[src/rtl/move_sequencer_if.sv]
`default_nettype none
// ============================================================================
//  Module      : move_sequencer_if
//  Description : Host-side and stepper-side signal bundle of the move
//                sequencer. The master modport is the host/stepper side, the
//                slave modport is the sequencer itself.
//  Revision    : 1.0 - initial release
// ============================================================================
interface move_sequencer_if;
   logic [3:0] load_move;
   logic       load_valid;
   logic       load_ready;
   logic       go;
   logic       abort;
   logic [3:0] next_move;
   logic       move_start;
   logic       move_done;
   logic       busy;
   logic       seq_done;
   logic [7:0] move_count;
   logic       error;

   modport master (
      output load_move, load_valid, go, abort, move_done,
      input  load_ready, next_move, move_start, busy, seq_done, move_count, error
   );

   modport slave (
      input  load_move, load_valid, go, abort, move_done,
      output load_ready, next_move, move_start, busy, seq_done, move_count, error
   );
endinterface
`default_nettype wire

[src/rtl/move_sequencer.sv]
`default_nettype none
// ============================================================================
//  Module      : move_sequencer
//  Description : Queues cube-face move codes in a FIFO and issues them one at
//                a time to the stepper block, waiting for each move to start
//                (move_done low) and finish (move_done high).
//                Optional build macro MOVE_SEQ_CANCEL_EN: adjacent queued
//                moves of the same face in opposite directions cancel out and
//                are popped together without being issued.
//  Revision    : 1.0 - initial release
// ============================================================================
module move_sequencer #(
   parameter int DEPTH        = 32,
   parameter int BUSY_TIMEOUT = 1000
) (
   input  wire logic       clock,
   input  wire logic       reset,
   move_sequencer_if.slave bus
);

   localparam int c_addr_w = $clog2(DEPTH);
   localparam int c_tmo_w  = $clog2(BUSY_TIMEOUT + 1);

   typedef enum logic [2:0] {
      S_IDLE      = 3'd0,
      S_ISSUE     = 3'd1,
      S_WAIT_BUSY = 3'd2,
      S_WAIT_DONE = 3'd3,
      S_DRAIN     = 3'd4
   } state_t;

   state_t              r_state;
   state_t              w_state_nxt;

   logic [3:0]          r_mem [DEPTH];
   logic [c_addr_w-1:0] r_rd_ptr;
   logic [c_addr_w-1:0] r_wr_ptr;
   logic [c_addr_w:0]   r_count;

   logic [3:0]          r_next_move;
   logic                r_move_start;
   logic                r_seq_done;
   logic [7:0]          r_move_count;
   logic                r_error;
   logic [c_tmo_w-1:0]  r_tmo;
   logic                r_drain_fall;

   logic [3:0]          w_head;
   logic                w_empty;
   logic                w_head_valid;
   logic                w_cancel;
   logic                w_tmo_hit;
   logic                w_wr;
   logic                w_flush;
   logic [1:0]          w_pop_n;
   logic                w_issue;
   logic                w_set_err;
   logic                w_start_run;
   logic                w_tmo_en;
   logic                w_seq_done;
   logic                w_drain_fall_set;
   logic                w_drain_fall_clr;

   assign w_head       = r_mem[r_rd_ptr];
   assign w_empty      = (r_count == '0);
   assign w_head_valid = (w_head >= 4'd2) && (w_head <= 4'd13);
   assign w_tmo_hit    = (r_tmo == c_tmo_w'(BUSY_TIMEOUT - 1));

`ifdef MOVE_SEQ_CANCEL_EN
   logic [c_addr_w-1:0] w_rd_ptr_p1;
   logic [3:0]          w_second;
   logic                w_has_two;

   assign w_rd_ptr_p1 = r_rd_ptr + c_addr_w'(1);
   assign w_second    = r_mem[w_rd_ptr_p1];
   assign w_has_two   = (r_count >= (c_addr_w + 1)'(2));
   // A valid head followed by its inverse on the same face is a no-op pair.
   assign w_cancel    = w_has_two && w_head_valid &&
                        (w_head[3:1] == w_second[3:1]) &&
                        (w_head[0] != w_second[0]);
`else
   assign w_cancel    = 1'b0;
`endif

   // A write is accepted when there is room, or when full but an entry is
   // popped in the same cycle (occupancy then stays at DEPTH). Flush wins.
   assign w_wr = bus.load_valid && (!r_count[c_addr_w] || (w_pop_n != 2'd0)) && !w_flush;

   assign bus.load_ready = !r_count[c_addr_w];
   assign bus.next_move  = r_next_move;
   assign bus.move_start = r_move_start;
   assign bus.busy       = (r_state != S_IDLE);
   assign bus.seq_done   = r_seq_done;
   assign bus.move_count = r_move_count;
   assign bus.error      = r_error;

   // Next-state and control decode of the sequencing FSM.
   always_comb begin
      w_state_nxt      = r_state;
      w_pop_n          = 2'd0;
      w_issue          = 1'b0;
      w_flush          = bus.abort;
      w_set_err        = 1'b0;
      w_start_run      = 1'b0;
      w_tmo_en         = 1'b0;
      w_seq_done       = 1'b0;
      w_drain_fall_set = 1'b0;
      w_drain_fall_clr = 1'b0;

      case (r_state)
         S_IDLE: begin
            if (!bus.abort && bus.go && !w_empty) begin
               w_state_nxt = S_ISSUE;
               w_start_run = 1'b1;
            end
         end

         S_ISSUE: begin
            if (w_empty) begin
               // Only reachable after a cancelled pair emptied the queue.
               w_state_nxt = S_WAIT_DONE;
            end else if (w_cancel) begin
               w_pop_n     = 2'd2;
               w_state_nxt = S_ISSUE;
            end else begin
               w_pop_n = 2'd1;
               if (w_head_valid) begin
                  w_issue     = 1'b1;
                  w_state_nxt = S_WAIT_BUSY;
               end else begin
                  w_set_err   = 1'b1;
                  w_state_nxt = S_WAIT_DONE;
               end
            end
            if (bus.abort) begin
               w_state_nxt      = S_DRAIN;
               w_drain_fall_set = w_issue;
            end
         end

         S_WAIT_BUSY: begin
            w_tmo_en = 1'b1;
            if (!bus.move_done) begin
               w_state_nxt = S_WAIT_DONE;
            end else if (w_tmo_hit) begin
               w_set_err   = 1'b1;
               w_state_nxt = S_WAIT_DONE;
            end
            if (bus.abort) begin
               w_state_nxt      = S_DRAIN;
               w_drain_fall_set = bus.move_done && !w_tmo_hit;
            end
         end

         S_WAIT_DONE: begin
            if (bus.move_done) begin
               if (w_empty) begin
                  w_state_nxt = S_IDLE;
                  w_seq_done  = !bus.abort;
               end else begin
                  w_state_nxt = S_ISSUE;
               end
            end
            if (bus.abort) begin
               w_state_nxt = S_DRAIN;
            end
         end

         S_DRAIN: begin
            // A move issued just before the abort must first be seen to start.
            if (r_drain_fall) begin
               w_tmo_en = 1'b1;
               if (!bus.move_done || w_tmo_hit) begin
                  w_drain_fall_clr = 1'b1;
                  w_set_err        = bus.move_done;
               end
            end else if (bus.move_done) begin
               w_state_nxt = S_IDLE;
            end
         end

         default: begin
            w_state_nxt = S_IDLE;
         end
      endcase
   end

   // State register.
   always_ff @(posedge clock or posedge reset) begin
      if (reset) begin
         r_state <= S_IDLE;
      end else begin
         r_state <= w_state_nxt;
      end
   end

   // FIFO storage; contents need no reset since occupancy gates every read.
   always_ff @(posedge clock) begin
      if (w_wr) begin
         r_mem[r_wr_ptr] <= bus.load_move;
      end
   end

   // FIFO pointers and occupancy; flush discards everything including a
   // same-cycle write.
   always_ff @(posedge clock or posedge reset) begin
      if (reset) begin
         r_rd_ptr <= '0;
         r_wr_ptr <= '0;
         r_count  <= '0;
      end else if (w_flush) begin
         r_rd_ptr <= r_wr_ptr;
         r_count  <= '0;
      end else begin
         r_rd_ptr <= r_rd_ptr + c_addr_w'(w_pop_n);
         r_count  <= r_count + (c_addr_w + 1)'(w_wr) - (c_addr_w + 1)'(w_pop_n);
         if (w_wr) begin
            r_wr_ptr <= r_wr_ptr + c_addr_w'(1);
         end
      end
   end

   // Output registers: move_start and next_move change together so the
   // stepper sees the new code in the same cycle as the start pulse.
   always_ff @(posedge clock or posedge reset) begin
      if (reset) begin
         r_next_move  <= 4'd0;
         r_move_start <= 1'b0;
         r_seq_done   <= 1'b0;
         r_move_count <= 8'd0;
         r_error      <= 1'b0;
      end else begin
         r_move_start <= w_issue;
         r_seq_done   <= w_seq_done;
         if (w_issue) begin
            r_next_move <= w_head;
         end
         if (w_start_run) begin
            r_move_count <= 8'd0;
         end else if (w_issue && (r_move_count != 8'd255)) begin
            r_move_count <= r_move_count + 8'd1;
         end
         if (w_start_run) begin
            r_error <= 1'b0;
         end else if (w_set_err) begin
            r_error <= 1'b1;
         end
      end
   end

   // Busy timeout counter and the drain-phase wait-for-start flag.
   always_ff @(posedge clock or posedge reset) begin
      if (reset) begin
         r_tmo        <= '0;
         r_drain_fall <= 1'b0;
      end else begin
         if (w_tmo_en && bus.move_done && !w_tmo_hit) begin
            r_tmo <= r_tmo + c_tmo_w'(1);
         end else begin
            r_tmo <= '0;
         end
         if (w_drain_fall_set) begin
            r_drain_fall <= 1'b1;
         end else if (w_drain_fall_clr) begin
            r_drain_fall <= 1'b0;
         end
      end
   end

endmodule
`default_nettype wire
[src/flat_wrapper.sv]
// flat-port wrapper written by rule: the top's interface ports become plain ports
module move_sequencer_flat 
#(
   parameter int DEPTH        = 32,
   parameter int BUSY_TIMEOUT = 1000
)
  (clock, reset, bus_load_move, bus_load_valid, bus_go, bus_abort, bus_move_done, bus_load_ready, bus_next_move, bus_move_start, bus_busy, bus_seq_done, bus_move_count, bus_error);
  move_sequencer_if bus_i ();
  input  wire logic clock;
  input  wire logic reset;
  input wire logic [$bits(bus_i.load_move)-1:0] bus_load_move;
  input wire logic [$bits(bus_i.load_valid)-1:0] bus_load_valid;
  input wire logic [$bits(bus_i.go)-1:0] bus_go;
  input wire logic [$bits(bus_i.abort)-1:0] bus_abort;
  input wire logic [$bits(bus_i.move_done)-1:0] bus_move_done;
  output wire logic [$bits(bus_i.load_ready)-1:0] bus_load_ready;
  output wire logic [$bits(bus_i.next_move)-1:0] bus_next_move;
  output wire logic [$bits(bus_i.move_start)-1:0] bus_move_start;
  output wire logic [$bits(bus_i.busy)-1:0] bus_busy;
  output wire logic [$bits(bus_i.seq_done)-1:0] bus_seq_done;
  output wire logic [$bits(bus_i.move_count)-1:0] bus_move_count;
  output wire logic [$bits(bus_i.error)-1:0] bus_error;
  assign bus_i.load_move = bus_load_move;
  assign bus_i.load_valid = bus_load_valid;
  assign bus_i.go = bus_go;
  assign bus_i.abort = bus_abort;
  assign bus_i.move_done = bus_move_done;
  assign bus_load_ready = bus_i.load_ready;
  assign bus_next_move = bus_i.next_move;
  assign bus_move_start = bus_i.move_start;
  assign bus_busy = bus_i.busy;
  assign bus_seq_done = bus_i.seq_done;
  assign bus_move_count = bus_i.move_count;
  assign bus_error = bus_i.error;
  move_sequencer #(.DEPTH(DEPTH), .BUSY_TIMEOUT(BUSY_TIMEOUT)) u_core (.clock(clock), .reset(reset), .bus(bus_i));
endmodule
[config.mk]
export PLATFORM = sky130hd
export DESIGN_NAME = move_sequencer_flat
export DESIGN_NICKNAME = d
export VERILOG_FILES = /design/src/rtl/move_sequencer_if.sv /design/src/rtl/move_sequencer.sv /design/src/flat_wrapper.sv
export SDC_FILE = /design/constraint.sdc
export NUM_CORES = 1
export LEC_CHECK = 0
export BUFFER_PORTS_ARGS = -buffer_cell sky130_fd_sc_hd__buf_2
export CELL_PAD_IN_SITES_DETAIL_PLACEMENT = 0
export CELL_PAD_IN_SITES_GLOBAL_PLACEMENT = 1
export CORE_MARGIN = 2
export CORE_UTILIZATION = 45
export CTS_CLUSTER_DIAMETER = 50
export DETAILED_ROUTE_END_ITERATION = 6
export PLACE_DENSITY_LB_ADDON = 0.2
export SETUP_SLACK_MARGIN = 0.15
export SLEW_MARGIN = 30
export SYNTH_ARGS = -nofsm -noshare
export SYNTH_HDL_FRONTEND = slang
export SYNTH_SLANG_ARGS = --single-unit
[constraint.sdc]
create_clock -name clock -period 3.4 [get_ports clock]
set_input_delay 0.51 -clock clock [delete_from_list [all_inputs] [get_ports clock]]
set_output_delay 0.51 -clock clock [all_outputs]
set_load 0.02 [all_outputs]
; ---- After elaboration in Yosys (flattened, before gate mapping)
; Memories as Yosys holds them, arrays and structs flattened.
; Cells that the tools add are included.
; Widths: inputs -> output; s select.
[totals]
ff_bits = 45
ram_bits = 128
in_bits = 10
memories = 1
[memory_table]
columns = name, words, word_bits, read_ports, rd_clocked_by_memory_dff, wr, line
row1 = u_core.r_mem, 32, 4, 1, 0, 1, move_sequencer.sv:35  ; logic [3:0] r_mem [DEPTH];
[classes]
n_addsub = 6
order_cmp = 2
eq_ne = 11
n_mux = 49
n_bitwise = 1
reduce_logical = 25
[op_table]
columns = operator, count
row1 = $mux 1, 30
row2 = $mux 3, 10
row3 = $mux 8, 2
row4 = $pmux 3 s5, 1
row5 = $add 10x1->10 const B, 1
row6 = $eq 10x10->1 const B, 1
row7 = $mux 10, 1
row8 = $logic_and 1x1->1, 9
row9 = $add 8x1->8 const B, 1
row10 = $ne 8x8->1 const B, 1
row11 = $reduce_bool 2->1, 4
row12 = $add 6x1->6, 1
row13 = $eq 3x2->1 const B, 2
row14 = $logic_not 6->1, 1
row15 = $mux 6, 1
row16 = $sub 6x1->6, 1
row17 = $add 5x1->5, 1
row18 = $add 5x1->5 const B, 1
row19 = $logic_not 1->1, 5
row20 = $mux 5, 1
row21 = $reduce_and 5->1, 1
row22 = $ge 4x2->1 const B, 1
row23 = $le 4x4->1 const B, 1
row24 = $ne 2x2->1 const B, 2
row25 = other kinds (12), 14

; ---- Depth between registers and ports, before layout
[logic_depth]
word_depth = 10
ltp_mapped = 15
depth_no_buf = 15

; ---- Worst setup path after synthesis
; Ideal clock, no wire load.
[synth_path]
path_kind = reg-to-reg
start = reg u_core.r_count[5]
end = reg u_core.r_count[4]
arrival_ns = 2.864
required_time_ns = 3.269
slack_ns = 0.405
stages_incl_launch_ff = 16
synth_period_minus_slack_ns = 2.995
path_cell_list = dfrtp_1 > inv_1 > ha_1 > nor4bb_1 > nor2_1 > nand3b_1 > inv_1 > ha_1 > inv_1 > ha_1 > fa_1 > a21oi_1 > nor2_1 > nor2_1 > xor2_1 > nor2_1
[synth_via]
elab_cells_between_ends = 11
[synth_lines]
columns = element, line
row1 = start: declaration, move_sequencer.sv:38  ; logic [c_addr_w:0] r_count;
row2 = start signal: assignment, move_sequencer.sv:216  ; r_count <= r_count + (c_addr_w + 1)'(w_wr) - (c_addr_w + 1)'(w_pop_n);
row3 = $logic_not 1->1, -
row4 = net bus_load_ready, flat_wrapper.sv:16  ; output wire logic [$bits(bus_i.load_ready)-1:0] bus_load_ready;
row5 = $logic_or 1x1->1, move_sequencer.sv:87  ; assign w_wr = bus.load_valid && (!r_count[c_addr_w] || (w_pop_n != 2'd0)) && !w_flush;
row6 = $logic_and 1x1->1 (2 in a row), move_sequencer.sv:87
row7 = $add 6x1->6, move_sequencer.sv:216
row8 = $sub 6x1->6, move_sequencer.sv:216
row9 = $mux 6, move_sequencer.sv:211  ; end else if (w_flush) begin
; The timed path passes the listed nets, and every way through them passes these cells.
; A chain may end at the register's enable or synchronous reset.

; ---- Worst setup path after layout
[layout_path]
start = reg u_core.r_count[5]
end = reg u_core.r_count[4]
[layout_via]
elab_chain_cells = 10
elab_cells_between_ends = 11
[layout_lines]
columns = element, line
row1 = $logic_not 6->1, move_sequencer.sv:65  ; assign w_empty = (r_count == '0);
row2 = $mux 1, move_sequencer.sv:119  ; if (w_empty) begin
row3 = $mux 1, move_sequencer.sv:110  ; case (r_state)
row4 = $reduce_bool 2->1, move_sequencer.sv:87
row5 = $logic_or 1x1->1, move_sequencer.sv:87
row6 = $logic_and 1x1->1 (2 in a row), move_sequencer.sv:87
row7 = $add 6x1->6, move_sequencer.sv:216
row8 = $sub 6x1->6 *, move_sequencer.sv:216
row9 = $mux 6 *, move_sequencer.sv:211
; Every way passes the cells marked *; elsewhere a longest branch is shown, timed or not.

==> out/qor.csv <==
stage,metric,value,unit
yosys,synth_seq_area_share,64.2,%
sta,fin_crit_sh,88.9,%
floorplan,core,16700,um2
sta,worst_pin_slew,758,ps
cells_and_area,nNetsFinal,610,
setup_path,cp-start-kind,register,
floorplan,dieHeight,135,um
clock_tree,cts.sinks,173,
yosys,async_flop_share,26.0,%
cells_and_area,layoutNonFillerInstCount,816,
placement,gp_congestion,0.787,
yosys,synth_nets,581,
sta,fmaxAchievable,0.331,GHz
sta,setup-tns-final,0,ps
pwr,vdd_drop_max,0.443,mV
sta,drv_slew,0,
yosys,ys_seq_elements,173,
setup_path,cp.required,3700,ps
yosys,syn_avg_cell_area,14.0,um2
pwr,power_frac_seq,36.0,%
yosys,yosysMostFrequentCell,edfxtp_1,
drt,first_pass_iters,5,
drt,post_drt_via_cell_ratio,5.66,
global_route,antenna_found_initial,0,
setup_path,crit_path_max_fanout,8,
pwr,clkPwrFrac,31.5,%
global_route,overflow,0,
floorplan,start_util,46.3,%
cells_and_area,final_util,52.7,%
drt,drc,0,
floorplan,rows,47,
pwr,power.share.switching,32.8,%
placement,dpl-instance-area,8080,um2
cells_and_area,diodes,0,
placement,dp_hpwl,10700,um
yosys,synth_top_area_share,49.7,%
drt,dr.first_iter.drc_count,237,
yosys,syn_area,7740,um2
clock_tree,cts_hold_buffers,0,
clock_tree,clk_pin_slew,70,ps
outcome,status,"finished, final reports clean",
cells_and_area,layout-drive-gt1-share,14.8,%
sta,clock_skew,12.3,ps
sta,finalSetupViolCount,0,
clock_tree,clock_latency,430,ps
clock_tree,numCtsBuffers,17,
cells_and_area,area_growth,13.8,%
yosys,synth_cell_types,61,
sta,grt_setup_unrepaired,no,
floorplan,die_area,18300,um2
setup_path,end_kind,register,
yosys,synthesis.instances,554,
clock_tree,cts_resized,0,
yosys,yosys-top-cells-area,"edfxtp_1, dfrtp_1, mux2i_1",
global_route,grt_max_degree,46,
clock_tree,clk_path_buf_depth,2,
clock_tree,cts-root-buf,clkbuf_16,
pwr,p_switching,2490,uW
yosys,synth_ff_type,edfxtp_1,
placement,io_buffers,26,
pwr,power_frac_comb,32.6,%
global_route,grt_pass1_wl,25800,um
pwr,powerDensity,862,nW/um2
clock_tree,htree_levels,4,
cells_and_area,num-fill-cells,1400,
yosys,yosys_warnings,0,
min_path,hp-class,input pin to asynchronous set/reset pin,
pwr,power,7590,uW
sta,slew_headroom,49.5,%
global_route,grt_pass1_vias,4639,
yosys,synth_edf_count,128,
drt,drtAntennaViolNets,0,
setup_path,arrival,3320,ps
placement,dp_cells,784,
drt,post_drt_wl_per_cell,19.9,um
clock_tree,postCtsSetupBuffers,0,
cells_and_area,design_area,8810,um2
pwr,p_int,5100,uW
yosys,synth_common_cells,"edfxtp_1, nor2_1, dfrtp_1",
drt,dr_total_vias,4622,
setup_path,crit_type,register to register,
global_route,grt_use_total,19.1,%
sta,hold_viol_final,0,
run,maxCapViolCount,0,
yosys,yosys.area.top_type,edfxtp_1,
drt,wirelength,16200,um
pwr,leakagePower,0.00322,uW
floorplan,chipWidth,135,um
clock_tree,cts_tree,done,
floorplan,pin_count,27,
sta,layout_min_cycle_time,3020,ps
## worst max-delay path, cell delays in order (launching register included)
cell and delay (ps):
dfrtp_1 380, inv_1 90, ha_1 160, nor4bb_1 370
nor2_1 100, nand3b_1 140, inv_1 160, ha_1 310
inv_1 40, ha_1 210, fa_1 410, a21oi_1 150
nor2_1 60, nor2_1 120, xor2_1 150, nor2_1 60
## state kept, by name, summed over array words and instances (netlist names)
| name | count |
|---|---|
| u_core.r_state | 3 |
| u_core.r_tmo | 10 |
| u_core.bus.move_start | 1 |
| u_core.r_count | 6 |
| u_core.bus.move_count | 8 |
| u_core.bus.next_move | 4 |
| u_core.r_mem | 128 |
| u_core.bus.seq_done | 1 |
| u_core.bus.error | 1 |
| u_core.r_wr_ptr | 5 |
| u_core.r_drain_fall | 1 |
| u_core.r_rd_ptr | 5 |
## path summary, 6_finish.rpt
kind | start | endpoint | slack (ps) | cells past startpoint
min in group clock | bus_move_done | u_core.bus.seq_done | 370 | 3
hold / removal | reset | u_core.r_tmo[1] | 150 | 2
max in group asynchronous | reset | u_core.bus.move_count[7] | 2850 | 2
hold reg to reg | u_core.r_tmo[0] | u_core.r_tmo[0] | 490 | 1
setup reg to reg | u_core.r_count[5] | u_core.r_count[4] | 380 | 15
setup / recovery | u_core.r_count[5] | u_core.r_count[4] | 380 | 15
## layout by cell type, fill, tap and decap left out, types with 8 or more instances in the layout
| cell type | count |
|---|---|
| ha_1 | 16 |
| buf_4 | 10 |
| clkbuf_16 | 17 |
| a21oi_1 | 18 |
| nand3_1 | 21 |
| inv_1 | 17 |
| buf_2 | 26 |
| xnor2_1 | 12 |
| mux2i_1 | 30 |
| nor2_1 | 66 |
| nand2_1 | 30 |
| edfxtp_1 | 128 |
| dfrtp_1 | 45 |
| mux4_2 | 8 |
| mux4_1 | 10 |
| nand4_1 | 11 |
| bufinv_16 | 9 |
| o21ai_0 | 16 |
## cells by family after synthesis
| kind of cell | count (synthesis) | synth area share (%) |
|---|---|---|
| AOI/OAI and AO/OA | 77 | 6.82 |
| buffers and inverters | 46 | 3.20 |
| muxes | 53 | 10.3 |
| and+or+nand+nor | 170 | 10.5 |
| adders and majority gates | 17 | 2.85 |
| DFF | 173 | 64.2 |
| xor gates and xnor gates | 18 | 2.04 |
## area by class of cell
type | instances | area [um2] | share of cell area (%)
Clock buffer | 20 | 437 | 4.96
Clock inverter | 12 | 292 | 3.31
Inverter | 18 | 70.1 | 0.795
Multi-Input combinational cell | 335 | 2520 | 28.6
Sequential cell | 173 | 4970 | 56.4
Tap cell | 220 | 275 | 3.12
Timing Repair Buffer | 38 | 245 | 2.78
## stage by stage
step / setup WS [ps] / hold slack (ps)
after global routing: 174 / 186
after CTS: 369 / 172
after floorplan: 405 / 448
after global placement: 485 / 479
after detailed placement: 428 / 481
final: 377 / 155
## routing by layer
layer,GRT usage (%),share of wire (%)
met1,25.2,44
met2,31.2,49
met3,3.59,5.2
met4,8.04,1.8
met5,0,0
## power by group through the flow
stage / Combinational, uW / Sequential [uW] / Clock (uW)
after floorplan: 1940 / 2640 / 0
after global placement: 2450 / 2760 / 0
after detailed placement: 2470 / 2770 / 0
after CTS: 2490 / 2730 / 2420
after global routing: 2720 / 2760 / 2520
final: 2470 / 2730 / 2390
(Power assumes the default switching activity.)
